### src/rtl/pipe_hazard_ctrl_pkg.sv
`default_nettype none
// ============================================================================
// Module      : pipe_hazard_ctrl_pkg
// Description : Shared encodings for the pipeline hazard sequencer: register
//               address width, counter width, FSM state encodings and the
//               canned control vectors driven onto the pipeline registers.
// Revision    : 1.0 - initial release
// ============================================================================
package pipe_hazard_ctrl_pkg;

    // Register-file address width; hazard comparisons track this
    localparam int REG_FILE_ADDR_LEN = 5;

    // Default width of the stall/flush performance counters
    localparam int HZ_CNT_W = 16;

    // Sequencer state encodings
    localparam logic [0:0] HZ_STATE_RUN      = 1'b0;
    localparam logic [0:0] HZ_STATE_MEM_WAIT = 1'b1;

    typedef enum logic [0:0] {
        ST_RUN      = HZ_STATE_RUN,
        ST_MEM_WAIT = HZ_STATE_MEM_WAIT
    } hz_state_t;

    // One bundle of every pipeline-register control the sequencer owns
    typedef struct packed {
        logic pc_en;
        logic if_id_en;
        logic if_id_flush;
        logic id_exe_en;
        logic id_exe_flush;
        logic exe_mem_en;
        logic mem_wb_bubble;
    } hz_ctrl_t;

    // Normal flow: everything advances, nothing squashed
    localparam hz_ctrl_t CTRL_RUN    = '{1'b1, 1'b1, 1'b0, 1'b1, 1'b0, 1'b1, 1'b0};
    // Reset: hold every register and push NOPs/bubbles everywhere
    localparam hz_ctrl_t CTRL_RESET  = '{1'b0, 1'b0, 1'b1, 1'b0, 1'b1, 1'b0, 1'b1};
    // Data-memory wait: whole pipe frozen, WB sees a bubble
    localparam hz_ctrl_t CTRL_FREEZE = '{1'b0, 1'b0, 1'b0, 1'b0, 1'b0, 1'b0, 1'b1};
    // Taken branch: squash the two wrong-path instructions in IF/ID and ID/EXE
    localparam hz_ctrl_t CTRL_BRANCH = '{1'b1, 1'b1, 1'b1, 1'b1, 1'b1, 1'b1, 1'b0};
    // Data hazard: hold PC and IF/ID, inject a bubble into EXE, let older work drain
    localparam hz_ctrl_t CTRL_STALL  = '{1'b0, 1'b0, 1'b0, 1'b1, 1'b1, 1'b1, 1'b0};

endpackage : pipe_hazard_ctrl_pkg
`default_nettype wire

### src/rtl/pipe_hazard_ctrl_hazard_detect.sv
`default_nettype none
// ============================================================================
// Module      : hazard_detect
// Description : Combinational RAW hazard detector for the instruction in ID.
//               With forwarding only a load in EXE can force a stall; without
//               forwarding any writer in EXE or MEM does.
// Revision    : 1.0 - initial release
// ============================================================================
module hazard_detect
    import pipe_hazard_ctrl_pkg::*;
#(
    parameter int ADDR_W = REG_FILE_ADDR_LEN,
    parameter int FWD_EN = 1
) (
    input  logic [ADDR_W-1:0] id_src1,
    input  logic [ADDR_W-1:0] id_src2,
    input  logic              id_two_src,
    input  logic [ADDR_W-1:0] exe_dest,
    input  logic              exe_wb_en,
    input  logic              exe_mem_r_en,
    input  logic [ADDR_W-1:0] mem_dest,
    input  logic              mem_wb_en,
    output logic              hazard
);

    logic w_exe_hit;
    logic w_mem_hit;
    logic w_load_use;
    logic w_raw_any;

    // A destination hits when it is non-zero and feeds one of the live sources;
    // register 0 is hardwired so it never creates a dependency
    function automatic logic reg_hit(
        input logic [ADDR_W-1:0] r,
        input logic [ADDR_W-1:0] s1,
        input logic [ADDR_W-1:0] s2,
        input logic              two
    );
        return (r != '0) && ((r == s1) || (two && (r == s2)));
    endfunction

    // Both hazard flavours are always formed; the parameter picks which one counts
    always_comb begin
        w_exe_hit  = reg_hit(exe_dest, id_src1, id_src2, id_two_src);
        w_mem_hit  = reg_hit(mem_dest, id_src1, id_src2, id_two_src);
        w_load_use = exe_mem_r_en && w_exe_hit;
        w_raw_any  = (exe_wb_en && w_exe_hit) || (mem_wb_en && w_mem_hit);
    end

    generate
        if (FWD_EN != 0) begin : g_fwd
            assign hazard = w_load_use;
        end else begin : g_no_fwd
            assign hazard = w_raw_any;
        end
    endgenerate

endmodule : hazard_detect
`default_nettype wire

### src/rtl/pipe_hazard_ctrl.sv
`default_nettype none
// ============================================================================
// Module      : pipe_hazard_ctrl
// Description : Central stall/flush sequencer for the 5-stage pipeline.
//               Freezes on data-memory waits, squashes on taken branches,
//               stalls on data hazards, counts stalls/flushes and flags a
//               sticky memory timeout.
// Revision    : 1.0 - initial release
// ============================================================================
module pipe_hazard_ctrl
    import pipe_hazard_ctrl_pkg::*;
#(
    parameter int ADDR_W      = REG_FILE_ADDR_LEN,
    parameter int CNT_W       = HZ_CNT_W,
    parameter int FWD_EN      = 1,
    parameter int MEM_TIMEOUT = 255
) (
    input  logic              clk,
    input  logic              rst,
    input  logic [ADDR_W-1:0] id_src1,
    input  logic [ADDR_W-1:0] id_src2,
    input  logic              id_two_src,
    input  logic [ADDR_W-1:0] exe_dest,
    input  logic              exe_wb_en,
    input  logic              exe_mem_r_en,
    input  logic [ADDR_W-1:0] mem_dest,
    input  logic              mem_wb_en,
    input  logic              br_taken,
    input  logic              mem_req,
    input  logic              mem_ready,
    output logic              pc_en,
    output logic              if_id_en,
    output logic              if_id_flush,
    output logic              id_exe_en,
    output logic              id_exe_flush,
    output logic              exe_mem_en,
    output logic              mem_wb_bubble,
    output logic [CNT_W-1:0]  stall_cnt,
    output logic [CNT_W-1:0]  flush_cnt,
    output logic              mem_err
);

    // Wait counter only needs to reach the timeout value, where it saturates
    localparam int               C_WAIT_W   = (MEM_TIMEOUT < 2) ? 1 : $clog2(MEM_TIMEOUT + 1);
    localparam logic [C_WAIT_W-1:0] C_WAIT_MAX = C_WAIT_W'(MEM_TIMEOUT);
    localparam logic [C_WAIT_W-1:0] C_WAIT_ONE = C_WAIT_W'(1);
    localparam logic [CNT_W-1:0]    C_CNT_MAX  = '1;

    hz_state_t             r_state;
    hz_state_t             w_state_nxt;
    logic [C_WAIT_W-1:0]   r_wait_cnt;
    logic [C_WAIT_W-1:0]   w_wait_nxt;
    logic [CNT_W-1:0]      r_stall_cnt;
    logic [CNT_W-1:0]      r_flush_cnt;
    logic                  r_mem_err;
    logic                  w_hazard;
    logic                  w_freeze;
    logic                  w_branch;
    hz_ctrl_t              w_ctrl;

    hazard_detect #(
        .ADDR_W (ADDR_W),
        .FWD_EN (FWD_EN)
    ) u_hazard_detect (
        .id_src1      (id_src1),
        .id_src2      (id_src2),
        .id_two_src   (id_two_src),
        .exe_dest     (exe_dest),
        .exe_wb_en    (exe_wb_en),
        .exe_mem_r_en (exe_mem_r_en),
        .mem_dest     (mem_dest),
        .mem_wb_en    (mem_wb_en),
        .hazard       (w_hazard)
    );

    // Next-state logic and prioritised control muxing (freeze > branch > hazard)
    always_comb begin
        w_state_nxt = r_state;
        w_wait_nxt  = r_wait_cnt;
        w_freeze    = 1'b0;
        w_branch    = 1'b0;
        w_ctrl      = CTRL_RUN;

        unique case (r_state)
            ST_RUN: begin
                // A request that completes in the same cycle costs nothing
                if (mem_req && !mem_ready) begin
                    w_freeze    = 1'b1;
                    w_state_nxt = ST_MEM_WAIT;
                    w_wait_nxt  = C_WAIT_ONE;
                end
            end
            ST_MEM_WAIT: begin
                if (!mem_ready) begin
                    w_freeze = 1'b1;
                    if (r_wait_cnt != C_WAIT_MAX) begin
                        w_wait_nxt = r_wait_cnt + C_WAIT_ONE;
                    end
                end else begin
                    // Release cycle: the normal RUN priorities apply to the held instructions
                    w_state_nxt = ST_RUN;
                    w_wait_nxt  = '0;
                end
            end
            default: begin
                w_state_nxt = ST_RUN;
                w_wait_nxt  = '0;
            end
        endcase

        // EXE is held during a freeze, so a branch there is only acted on at release;
        // a branch beats a data hazard because the ID instruction is squashed anyway
        if (w_freeze) begin
            w_ctrl = CTRL_FREEZE;
        end else if (br_taken) begin
            w_ctrl   = CTRL_BRANCH;
            w_branch = 1'b1;
        end else if (w_hazard) begin
            w_ctrl = CTRL_STALL;
        end

        if (rst) begin
            w_ctrl   = CTRL_RESET;
            w_branch = 1'b0;
        end
    end

    // FSM state and memory-wait counter; reset abandons any wait in progress
    always_ff @(posedge clk) begin
        if (rst) begin
            r_state    <= ST_RUN;
            r_wait_cnt <= '0;
        end else begin
            r_state    <= w_state_nxt;
            r_wait_cnt <= w_wait_nxt;
        end
    end

    // Saturating stall/flush performance counters
    always_ff @(posedge clk) begin
        if (rst) begin
            r_stall_cnt <= '0;
            r_flush_cnt <= '0;
        end else begin
            if (!w_ctrl.pc_en && (r_stall_cnt != C_CNT_MAX)) begin
                r_stall_cnt <= r_stall_cnt + 1'b1;
            end
            if (w_branch && (r_flush_cnt != C_CNT_MAX)) begin
                r_flush_cnt <= r_flush_cnt + 1'b1;
            end
        end
    end

    // Sticky timeout flag, raised on the frozen cycle that brings the wait count to the limit
    always_ff @(posedge clk) begin
        if (rst) begin
            r_mem_err <= 1'b0;
        end else if (w_freeze && (w_wait_nxt == C_WAIT_MAX)) begin
            r_mem_err <= 1'b1;
        end
    end

    assign pc_en         = w_ctrl.pc_en;
    assign if_id_en      = w_ctrl.if_id_en;
    assign if_id_flush   = w_ctrl.if_id_flush;
    assign id_exe_en     = w_ctrl.id_exe_en;
    assign id_exe_flush  = w_ctrl.id_exe_flush;
    assign exe_mem_en    = w_ctrl.exe_mem_en;
    assign mem_wb_bubble = w_ctrl.mem_wb_bubble;
    assign stall_cnt     = r_stall_cnt;
    assign flush_cnt     = r_flush_cnt;
    assign mem_err       = r_mem_err;

endmodule : pipe_hazard_ctrl
`default_nettype wire
### config.mk
export PLATFORM = sky130hd
export DESIGN_NAME = pipe_hazard_ctrl
export DESIGN_NICKNAME = d
export VERILOG_FILES = /design/src/rtl/pipe_hazard_ctrl_pkg.sv /design/src/rtl/pipe_hazard_ctrl_hazard_detect.sv /design/src/rtl/pipe_hazard_ctrl.sv
export SDC_FILE = /design/constraint.sdc
export NUM_CORES = 1
export LEC_CHECK = 0
export ABC_AREA = 1
export CORE_MARGIN = 8
export CORE_UTILIZATION = 55
export CTS_BUF_LIST = sky130_fd_sc_hd__clkbuf_8
export DETAILED_ROUTE_END_ITERATION = 10
export MAX_ROUTING_LAYER = met4
export PLACE_DENSITY = 0.95
export SETUP_SLACK_MARGIN = 0.02
export SLEW_MARGIN = 5
export SYNTH_ARGS = -nofsm -noshare
export SYNTH_HDL_FRONTEND = slang
export SYNTH_SLANG_ARGS = --single-unit
### constraint.sdc
create_clock -name clk -period 4.7 [get_ports clk]
set_clock_uncertainty 0.1 [all_clocks]
set_input_delay 0.47 -clock clk [delete_from_list [all_inputs] [get_ports clk]]
set_output_delay 0.47 -clock clk [all_outputs]
set_load 0.01 [all_outputs]
==> flow_metrics.py <==
metrics = {
    "clocking": {
        "htree_num_levels": 2,
        "hold_buffers": 0,
        "numCtsBuffers": 5,
        "cts_buffer_depth": 2,
        "cts_resized": 0,
        "postCtsSetupBuffers": 0,
        "clkSinkCount": 42,
        "clk_latency_ps": 300,
        "cts_root_buf": "clkbuf_8",
        "cts.clk_slew.worst_paths_ps": 80,
        "cts_tree": "built",
    },
    "floorplanning": {
        "std_cell_rows": 25,
        "fp.dieW_um": 85.82,
        "num_io_pins": 69,
        "die_y_um": 85.82,
        "dieArea_um2": 7365,
        "start_util": 0.5677,
        "core_area_um2": 4723,
    },
    "power": {
        "cellPowerDensity_nw_per_um2": 233.4,
        "p_leak_nw": 1.376,
        "irDropWorstVdd_v": 0.0001522,
        "power.total_uw": 804.8,
    },
    "routing": {
        "drc_errors": 0,
        "wire_per_inst_um": 12.25,
        "vias_per_cell": 5.181,
        "first_pass_iters": 5,
        "drt_iter0_drc": 205,
        "routed-via-count": 2751,
        "drt_wl_total_um": 6503,
        "antenna_left": 0,
    },
    "finish": {
        "final_area_um2": 3448,
        "drive_above_1_share": 0.09052,
        "antenna_cells": 0,
        "final.fill_count": 393,
        "post-route-util": 0.7301,
        "syn_to_final_growth_pct": 28.60,
        "nNetsFinal": 495,
    },
    "critical_path": {
        "r2r-start": "stall_cnt[0]",
        "critical_path_class": "in2out",
        "critPathArrivalTime_ps": 2460,
        "r2r_end": "stall_cnt[10]",
        "rr_worst_depth": 7,
        "start_kind": "primary input",
        "cp.required_ps": 4130,
        "crit_fanout": 32,
        "reg2reg_slack_ps": 2670,
        "worstSetupEndpointType": "output port",
    },
    "timing": {
        "worst_slack_ps": 1671,
        "final_hold_viol_count": 0,
        "finalSetupViolCount": 0,
        "post-route-min-period_ps": 3029,
        "tns_ps": 0,
        "finalCritPeriodShare": 0.6444,
        "worst_slew_pin_slew_ps": 425.4,
        "rsz0062_at_grt": "false",
        "fmax_mhz": 330.2,
        "drv_slew": 0,
        "slew_headroom": 0.7161,
    },
    "synth": {
        "synth_top_area_frac": 0.3136,
        "ys_seq_area_frac": 0.3136,
        "synth_fp_nets": 437,
        "syn_area_um2": 2681,
        "syn_inst": 405,
        "ys_types": 34,
        "yosys.area.top_type": "dfxtp_1",
        "async_flop_share": 0,
        "yosys-top-cells-area": "dfxtp_1, nand2_1, nand3_1",
        "ys.flop_type": "dfxtp_1",
        "synth_seq_cells": 42,
        "syn-mean-instance-area_um2": 6.621,
        "ys_warn_count": 0,
        "synth-edff-count": 0,
    },
    "placed_design": {
        "gp_congestion": 0.9605,
        "pre_cts_ws_ps": 1652,
        "dpl.hpwl_um": 4857,
        "placed_cell_area_um2": 3311,
        "io_buffers": 61,
    },
    "global_routing": {
        "grt_pass1_vias": 2538,
        "antenna_found_initial": 0,
        "grt_pass1_wl_um": 10780,
        "track_usage": 0.1792,
        "grt_max_degree": 33,
        "overflow": 0,
    },
    "outcome": {
        "status": "complete, no violations",
    },
    "hold_path": {
        "whs_path_depth": 2,
        "min_path_type": "reg2reg",
        "min-delay-start": "mem_err",
        "min_to": "mem_err",
    },
    "job": {
        "timing.max_cap.violations": 0,
    },
}
-- logic make-up (layout without fill, tap and decap cells) --
kind of cell	count (synthesis)	after routing	share of synthesized area
and+or+nand+nor	220	220	0.3966
buffers and inverters	70	129	0.1097
AOI/OAI and AO/OA	49	49	0.09753
DFF	42	42	0.3136
xor gates and xnor gates	21	21	0.06859
adders and majority gates	3	3	0.01400
-- critical path, cell delays in order --
cell	delay, ps
clkdlybuf4s50_1	450
buf_4	340
inv_1	320
o21ai_0	200
a31o_2	140
clkdlybuf4s50_1	530
-- synth_stat cells, types with 2 or more instances --
cell type,n
nand2_1,107
inv_1,47
nand3_1,47
dfxtp_1,42
a21oi_1,32
nor2_1,28
xor2_1,16
inv_2,12
nor3_1,10
o21ai_1,8
nand4_1,7
clkbuf_1,5
xnor2_1,5
nand2_2,4
nor3_2,4
buf_6,3
ha_1,3
nand2_4,3
nor2_4,3
o21ai_0,3
buf_4,2
nor2_2,2
-- per-layer routing --
metal | vias to the layer above | routed length [um] | global-route usage
li1 | 1408 | - | -
met1 | 1236 | 2876 | 0.2024
met2 | 97 | 3213 | 0.3145
met3 | 10 | 340 | 0.03247
met4 | 0 | 72 | 0.05255
met5 | - | 0 | -
-- cell type report --
cell class	instances	area (um2)	area share
multi-input combinational	293	1546	0.4485
inverter	59	221.5	0.06422
sequential	42	840.8	0.2438
clock inverter	3	68.82	0.01996
tap	67	83.83	0.02431
clock buffer	5	68.82	0.01996
timing repair buffer	62	618.1	0.1792
-- sequential cells by signal, indices dropped and copies added (netlist names) --
name        cells
flush_cnt      16
r_state         1
r_wait_cnt      8
stall_cnt      16
mem_err         1
-- power breakdown --
group | leakage (nW) | switching, mW | internal [mW]
logic | 0.968 | 0.0525 | 0.0461
registers | 0.339 | 0.00546 | 0.360
clock network | 0.0683 | 0.128 | 0.213
total | 1.38 | 0.186 | 0.619
-- worst max-delay path by stage --
stage	from	slack (ps)	cells after the start	endpoint
CTS	rst	1640	6	id_exe_flush
finish	rst	1670	6	id_exe_flush
detailed placement	rst	1650	6	id_exe_flush
global route	rst	1530	6	id_exe_flush
global placement	rst	1680	6	id_exe_flush
floorplan	exe_dest[3]	2760	11	pc_en
-- metrics by stage --
| stage | instances | hold WS (ps) |
|---|---|---|
| after floorplan | 405 | 365.5 |
| after global placement | 523 | 342.7 |
| after detailed placement | 523 | 344.2 |
| after CTS | 531 | 359.1 |
| after global routing | 531 | 379.6 |
| final | 531 | 355.1 |
-- cells in the final DEF (no fill, tap or decap) --
master           instances
clkinv_4                 1
nor2_8                   1
nor2_2                   2
buf_4                    1
inv_1                   47
nand4_1                  7
nand2_1                107
a21oi_1                 32
o21ba_1                  1
ha_1                     3
nor3_1                  10
a22oi_1                  1
nand2_2                  4
dfxtp_1                 42
nor3b_1                  1
xnor2_1                  5
inv_2                   12
clkdlybuf4s50_1         61
o21ai_1                  8
nor2_1                  28
o31ai_1                  1
o22ai_1                  1
bufinv_16                2
xor2_1                  16
nand3_4                  1
clkbuf_8                 5
nand2_4                  3
nor3_2                   4
a31oi_1                  1
nand3_1                 47
nor2_4                   3
a31o_2                   1
o21ai_0                  3
nor3_4                   1
nor4_4                   1
Note: power is estimated with default switching activity, not from simulation.
